<file path="config.mk">
export PLATFORM = sky130hd
export DESIGN_NAME = z80_isr_tracker
export DESIGN_NICKNAME = d
export VERILOG_FILES = /design/src/rtl/z80_pkg.sv /design/src/rtl/z80_sync.sv /design/src/rtl/z80_isr_tracker.sv
export SDC_FILE = /design/constraint.sdc
export NUM_CORES = 1
export LEC_CHECK = 0
export CAP_MARGIN = 10
export CORE_UTILIZATION = 52
export DETAILED_ROUTE_END_ITERATION = 16
export HOLD_SLACK_MARGIN = 0.02
export PLACE_DENSITY = 0.84
export SLEW_MARGIN = 20
export SYNTH_ARGS = -nofsm -noshare
export SYNTH_HDL_FRONTEND = slang
export SYNTH_SLANG_ARGS = --single-unit
</file>
<file path="constraint.sdc">
create_clock -name i_clk -period 4.4 [get_ports i_clk]
set_input_delay 0.66 -clock i_clk [delete_from_list [all_inputs] [get_ports i_clk]]
set_output_delay 0.66 -clock i_clk [all_outputs]
set_load 0.02 [all_outputs]
</file>
<file path="src/rtl/z80_pkg.sv">
// Shared Z80 decode constants: opcode bytes, prefix class codes, jump class bits.
// Helpers classify jump opcodes and the ED-page I/O group.
package z80_pkg;

  localparam logic [7:0] OP_CB   = 8'hCB;
  localparam logic [7:0] OP_ED   = 8'hED;
  localparam logic [7:0] OP_DD   = 8'hDD;
  localparam logic [7:0] OP_FD   = 8'hFD;
  localparam logic [7:0] OP_JP   = 8'hC3;
  localparam logic [7:0] OP_CALL = 8'hCD;
  localparam logic [7:0] OP_IN   = 8'hDB;
  localparam logic [7:0] OP_OUT  = 8'hD3;

  localparam int JC_JP   = 0;
  localparam int JC_JPCC = 1;
  localparam int JC_JR   = 2;
  localparam int JC_CALL = 3;

  typedef enum logic [2:0] {
    PFX_NONE = 3'd0,
    PFX_CB   = 3'd1,
    PFX_ED   = 3'd2,
    PFX_DD   = 3'd3,
    PFX_FD   = 3'd4,
    PFX_DDCB = 3'd5,
    PFX_FDCB = 3'd6
  } pfx_e;

  typedef enum logic [1:0] {
    ST_BASE,
    ST_PFX_CB,
    ST_PFX_ED,
    ST_PFX_IDX
  } st_e;

  // JP cc is 11ccc010, JR is 18 or 001cc000
  function automatic logic [3:0] jmp_class(input logic [7:0] b);
    logic [3:0] c;
    c          = '0;
    c[JC_JP]   = (b == OP_JP);
    c[JC_JPCC] = ((b & 8'hC7) == 8'hC2);
    c[JC_JR]   = (b == 8'h18) || ((b[7:5] == 3'b001) && (b[2:0] == 3'b000));
    c[JC_CALL] = (b == OP_CALL);
    return c;
  endfunction

  // ED 40..7F plus block I/O (A2/A3/AA/AB/B2/B3/BA/BB): bit0 clear means IN
  function automatic logic ed_io_op(input logic [7:0] b);
    return (b[7:6] == 2'b01) || ((b & 8'hE6) == 8'hA2);
  endfunction

endpackage

</file>
<file path="src/rtl/z80_sync.sv">
// Multi-flop synchroniser for an asynchronous active-low CPU strobe; resets to idle (1).
module z80_sync #(
  parameter int STAGES = 2
) (
  input  logic i_clk,
  input  logic i_rst,
  input  logic i_d,
  output logic o_q
);

  logic [STAGES-1:0] r_chain;

  always_ff @(posedge i_clk) begin
    if (i_rst) r_chain <= '1;
    else       r_chain <= {r_chain[STAGES-2:0], i_d};
  end

  assign o_q = r_chain[STAGES-1];

endmodule

</file>
<file path="src/rtl/z80_isr_tracker.sv">
// Z80 instruction-boundary tracker: follows M1 fetches through prefix chains.
// Optional opcode history ring buffer enabled by defining OPCODE_HIST_EN.
module z80_isr_tracker
  import z80_pkg::*;
#(
  parameter int         SYNC_STAGES = 2,
  parameter logic [3:0] JMP_MASK    = 4'b0001,
  parameter int         HIST_DEPTH  = 8
) (
  input  logic                          i_clk,
  input  logic                          i_rst,
  input  logic                          i_m1_n,
  input  logic                          i_iorq_n,
  input  logic [7:0]                    i_data,
  input  logic                          i_ignore_next,
  output logic                          o_isr_start,
  output logic                          o_isr_done,
  output logic [2:0]                    o_prefix,
  output logic                          o_jmp_hit,
  output logic                          o_io_dir,
  output logic [7:0]                    o_fetch_cnt,
  input  logic [$clog2(HIST_DEPTH)-1:0] i_hist_rd_idx,
  output logic [7:0]                    o_hist_rd_data
);

  localparam int AW = $clog2(HIST_DEPTH);

  logic       w_m1s, w_iorqs;
  logic       r_m1_prev, r_ack;
  logic [7:0] r_data;
  logic       w_done;
  logic [7:0] w_byte;
  logic       w_jmp;
  logic       w_io_hit, w_io_val;

  st_e        r_state;
  pfx_e       r_prefix;
  logic       r_isr_start, r_isr_done, r_jmp_hit, r_io_dir;
  logic [7:0] r_fetch_cnt;

  z80_sync #(.STAGES(SYNC_STAGES)) u_sync_m1 (
    .i_clk (i_clk),
    .i_rst (i_rst),
    .i_d   (i_m1_n),
    .o_q   (w_m1s)
  );

  z80_sync #(.STAGES(SYNC_STAGES)) u_sync_iorq (
    .i_clk (i_clk),
    .i_rst (i_rst),
    .i_d   (i_iorq_n),
    .o_q   (w_iorqs)
  );

  // The opcode byte is the last data sample taken while M1 was low; an
  // IORQ seen anywhere in the low phase marks an interrupt acknowledge.
  always_ff @(posedge i_clk) begin
    if (i_rst) begin
      r_m1_prev <= 1'b1;
      r_ack     <= 1'b0;
      r_data    <= 8'h00;
    end else begin
      r_m1_prev <= w_m1s;
      if (!w_m1s) r_data <= i_data;
      if (!w_m1s && !w_iorqs) r_ack <= 1'b1;
      else if (w_m1s)         r_ack <= 1'b0;
    end
  end

  assign w_done   = w_m1s & ~r_m1_prev & ~r_ack;
  assign w_byte   = r_data;
  assign w_jmp    = (|(jmp_class(w_byte) & JMP_MASK)) & ~i_ignore_next;
  assign w_io_hit = (w_byte == OP_IN) || (w_byte == OP_OUT);
  assign w_io_val = (w_byte == OP_IN);

  always_ff @(posedge i_clk) begin
    if (i_rst) begin
      r_state     <= ST_BASE;
      r_prefix    <= PFX_NONE;
      r_isr_start <= 1'b0;
      r_isr_done  <= 1'b1;
      r_jmp_hit   <= 1'b0;
      r_io_dir    <= 1'b0;
      r_fetch_cnt <= 8'h00;
    end else begin
      r_isr_start <= 1'b0;
      if (w_done) begin
        r_fetch_cnt <= r_fetch_cnt + 8'd1;
        r_jmp_hit   <= 1'b0;
        case (r_state)
          ST_BASE: begin
            r_isr_start <= 1'b1;
            case (w_byte)
              OP_CB: begin
                r_state    <= ST_PFX_CB;
                r_prefix   <= PFX_CB;
                r_isr_done <= 1'b0;
              end
              OP_ED: begin
                r_state    <= ST_PFX_ED;
                r_prefix   <= PFX_ED;
                r_isr_done <= 1'b0;
              end
              OP_DD, OP_FD: begin
                r_state    <= ST_PFX_IDX;
                r_prefix   <= (w_byte == OP_FD) ? PFX_FD : PFX_DD;
                r_isr_done <= 1'b0;
              end
              default: begin
                r_prefix   <= PFX_NONE;
                r_isr_done <= 1'b1;
                r_jmp_hit  <= w_jmp;
                if (w_io_hit) r_io_dir <= w_io_val;
              end
            endcase
          end
          ST_PFX_CB: begin
            r_state    <= ST_BASE;
            r_isr_done <= 1'b1;
          end
          ST_PFX_ED: begin
            r_state    <= ST_BASE;
            r_isr_done <= 1'b1;
            if (ed_io_op(w_byte)) r_io_dir <= ~w_byte[0];
          end
          ST_PFX_IDX: begin
            case (w_byte)
              // A repeated index prefix discards the earlier one
              OP_DD, OP_FD: begin
                r_isr_start <= 1'b1;
                r_prefix    <= (w_byte == OP_FD) ? PFX_FD : PFX_DD;
              end
              OP_ED: begin
                r_state  <= ST_PFX_ED;
                r_prefix <= PFX_ED;
              end
              // DDCB/FDCB: displacement and opcode follow as plain reads
              OP_CB: begin
                r_state    <= ST_BASE;
                r_isr_done <= 1'b1;
                r_prefix   <= (r_prefix == PFX_FD) ? PFX_FDCB : PFX_DDCB;
              end
              default: begin
                r_state    <= ST_BASE;
                r_isr_done <= 1'b1;
                r_jmp_hit  <= w_jmp;
                if (w_io_hit) r_io_dir <= w_io_val;
              end
            endcase
          end
          default: r_state <= ST_BASE;
        endcase
      end
    end
  end

  assign o_isr_start = r_isr_start;
  assign o_isr_done  = r_isr_done;
  assign o_prefix    = r_prefix;
  assign o_jmp_hit   = r_jmp_hit;
  assign o_io_dir    = r_io_dir;
  assign o_fetch_cnt = r_fetch_cnt;

`ifdef OPCODE_HIST_EN
  localparam logic [AW-1:0] PTR_ONE = 1;

  logic [7:0]    r_hist [HIST_DEPTH];
  logic [AW-1:0] r_wptr;
  logic [AW-1:0] w_rd_ptr;

  always_ff @(posedge i_clk) begin
    if (i_rst) begin
      r_wptr <= '0;
      for (int i = 0; i < HIST_DEPTH; i++) r_hist[i] <= 8'h00;
    end else if (w_done) begin
      r_hist[r_wptr] <= w_byte;
      r_wptr         <= r_wptr + PTR_ONE;
    end
  end

  // Index 0 is the most recently written entry
  assign w_rd_ptr       = r_wptr - PTR_ONE - i_hist_rd_idx;
  assign o_hist_rd_data = r_hist[w_rd_ptr];
`else
  logic w_unused_idx;
  assign w_unused_idx   = ^i_hist_rd_idx;
  assign o_hist_rd_data = 8'h00;
`endif

endmodule
</file>
==> metrics.md <==
| Metric | Value |
|---|---|
| Outcome | `complete, but fails checks` |
| Failing checks | `design-rule violations` |
| Startpoint Class | `input port` |
| Hold Vio Cnt, Final | `0` |
| Share of layout cells above drive strength 1 | `0.121` |
| P_leak | `0.000778 uW` |
| Initial antenna violation count | `0` |
| Max Fclk | `0.441 GHz` |
| Die Ht | `56.9 um` |
| Fill cells | `236` |
| DR vias/cell | `5.53` |
| DRC violations left | `4` |
| Min-delay src | `u_sync_iorq.r_chain[1]` |
| GP Congestion | `0.855` |
| Final Cycle Share | `0.516` |
| Ports | `39` |
| First-pass GRT wire length | `5.26 mm` |
| Min cycle time layout | `2.27 ns` |
| Vias in the first global route | `1,238` |
| FF-to-FF path depth | `5` |
| Clk Tree Root Cell | `clkbuf_4` |
| Worst VDD drop | `0.000222 V` |
| Number of setup buffers added after CTS | `0` |
| Number of max-cap violations | `0` |
| Largest net degree at the start of global routing | `29` |
| HP Class | `reg2reg` |
| Most frequent cell after synthesis | `dfxtp_1` |
| Routed len/inst | `13.5 um` |
| Area share of the largest cell type after synthesis | `0.396` |
| Seq/Total Area, Yosys | `0.396` |
| Routed Antenna Nets | `0` |
| Dpl cells | `221` |
| Synth area leader | `dfxtp_1` |
| RSZ-0062 raised after global routing | `no` |
| Area Overhead vs Synth | `21.6%` |
| CP arrival | `2.50 ns` |
| Worst-Skew Late Latency | `0.33 ns` |
| PwrDens | `321 mW/mm^2` |
| WL final | `3.09 mm` |
| Worst Hold End | `r_ack` |
| R2R Path End | `o_prefix[2]` |
| Count of cell types in the netlist | `44` |
| Async S/R FF share, synth | `0` |
| #FFs+latches synth | `31` |
| Worst Skew | `0.00879 ns` |
| Main area contributors after synthesis | `dfxtp_1 (40%), mux2i_1 (7.7%), nor2_1 (5.5%)` |
| Final non-filler cell total | `229` |
| # resized after CTS | `0` |
| Final Setup Violations | `0` |
| Kind of critical path | `in2reg` |
| Synth warnings | `0` |
| Worst Hold Depth | `1` |
| Worst-path maximum fanout | `28` |
| Final net count | `218` |
| Dominant synthesized flop cell | `dfxtp_1` |
| Initial drt markers | `49` |
| Via count | `1,267` |
| Sum of negative setup slack | `0 ns` |
| Commonest cells in the netlist | `dfxtp_1 (31), nor2_1 (23), mux2i_1 (12)` |
| TritonCTS buffer count | `5` |
| Avg Synthesized Cell Area | `9.21 sq um` |
| Slew Limit Fails | `0` |
| Rows | `19` |
| Syn Inst Count | `170` |
| Critical path endpoint category | `register` |
| Clock tree buffer depth | `2` |
| Critical register-to-register path startpoint | `u_sync_m1.r_chain[1]` |
| Core area | `0.00281 sq mm` |
| CP cell instances | `clkdlybuf4s50_1, or4b_2, o41ai_2` |
| Total gr overflow | `0` |
| ANT cells | `0` |
| EDFF count, synth | `0` |
| Die width | `56.9 um` |
| R2r setup slk | `2.21 ns` |
| Worst-margin pin slew | `0.930 ns` |
| CTS H-tree depth | `2` |
| CTS Sinks | `31` |
| Hold Buf Count CTS | `0` |
| Rel. slew slack | `0.378` |
| Overall routing resource usage | `0.211` |
| Worst endpoint required time | `4.63 ns` |
| Slowest stage cell, crit path | `clkdlybuf4s50_1` |
| Final HPWL DP | `2.35 mm` |
| CTS tree | `yes` |
| Die ar. | `0.00324 sq mm` |
| Mapped Area | `0.00157 sq mm` |
| CP max stage delay | `0.89 ns` |
| Initial Util | `0.558` |
| Clock slew at reported path FFs | `0.10 ns` |
| Number of port buffers | `27` |
| Detailed-router iteration count before antenna repair | `10` |
[placed cells by master (no fill, tap or decap), types with 2 or more instances in the layout]
master | synthesis | layout
a21oi_1 | 3 | 3
bufinv_16 | 0 | 2
clkbuf_4 | 0 | 5
clkdlybuf4s50_1 | 0 | 27
conb_1 | 1 | 8
dfxtp_1 | 31 | 31
ha_1 | 5 | 5
inv_1 | 8 | 8
mux2i_1 | 12 | 12
nand2_1 | 9 | 9
nand2b_1 | 4 | 4
nand3_1 | 7 | 7
nand4_1 | 3 | 3
nand4b_1 | 2 | 2
nor2_1 | 23 | 23
nor3_1 | 7 | 7
o211ai_1 | 3 | 3
o21ai_0 | 2 | 2
o311a_2 | 2 | 2
o31ai_1 | 2 | 2
o41ai_1 | 2 | 2
or2_2 | 5 | 5
xnor2_1 | 2 | 2
xor2_1 | 5 | 5
[kinds of logic after synthesis]
logic type                 Yosys count  synth area share
other                                1           0.00239
adders and majority gates            5            0.0399
and+or+nand+nor                     71             0.251
xor gates and xnor gates             7            0.0391
DFF                                 31             0.396
muxes                               12            0.0767
AOI/OAI and AO/OA                   21             0.113
buffers and inverters               22            0.0823
[through the flow]
stage	hold WS, ns	util	power, uW	setup slack, ns	instance area, sq um
3_5_place_dp	0.397	0.643	343	1.80	1800
3_3_place_gp	0.391	0.643	341	1.81	1800
5_1_grt	0.435	0.679	636	2.01	1900
6_report	0.410	0.679	612	2.13	1900
4_1_cts	0.418	0.679	616	2.15	1900
2_1_floorplan	0.384	-	332	2.55	1590
[power by group]
part           internal, uW  switching (uW)
sequential              286            7.72
combinational          20.5            21.8
clock                   177            97.8
[critical path: cells and delay by family]
| family | cells | cell delay (ns) |
|---|---|---|
| buffers and inverters | 1 | 0.89 |
| and+or+nand+nor | 1 | 0.87 |
| AOI/OAI and AO/OA | 1 | 0.07 |
[flip-flops by register name, indices dropped and copies added (netlist names), 2 cells and up]
register,count
o_fetch_cnt,8
r_data,8
o_prefix,3
u_sync_iorq.r_chain,2
r_state,2
u_sync_m1.r_chain,2
[how the worst max path moves through the flow]
| stage | to | slack (ns) | startpoint | depth (start not counted) |
|---|---|---|---|---|
| 6_report | o_prefix[2] | 2.13 | i_rst | 3 |
| 3_3_place_gp | o_prefix[2] | 1.81 | i_rst | 3 |
| 2_1_floorplan | o_prefix[2] | 2.55 | r_state[1] | 6 |
| 3_5_place_dp | o_prefix[2] | 1.80 | i_rst | 3 |
| 5_1_grt | o_prefix[2] | 2.01 | u_sync_m1.r_chain[1] | 5 |
| 4_1_cts | o_prefix[2] | 2.15 | i_rst | 3 |
[final cells by class]
class | instances | area [sq um] | area share
Timing Repair Buffer | 27 | 270 | 0.142
Multi-Input combinational cell | 124 | 843 | 0.443
Clock inverter | 2 | 60.1 | 0.0315
Tap cell | 31 | 38.8 | 0.0204
Inverter | 8 | 30.0 | 0.0158
Sequential cell | 31 | 621 | 0.326
Clock buffer | 6 | 41.3 | 0.0217
[routing by layer]
layer,vias up,GRT usage,routed length [um]
li1,629,-,-
met1,598,0.248,1340
met2,37,0.356,1580
met3,3,0.0599,143
met4,0,0.0871,27
met5,-,0,0
No activity file was read; power rests on OpenSTA's default activity.
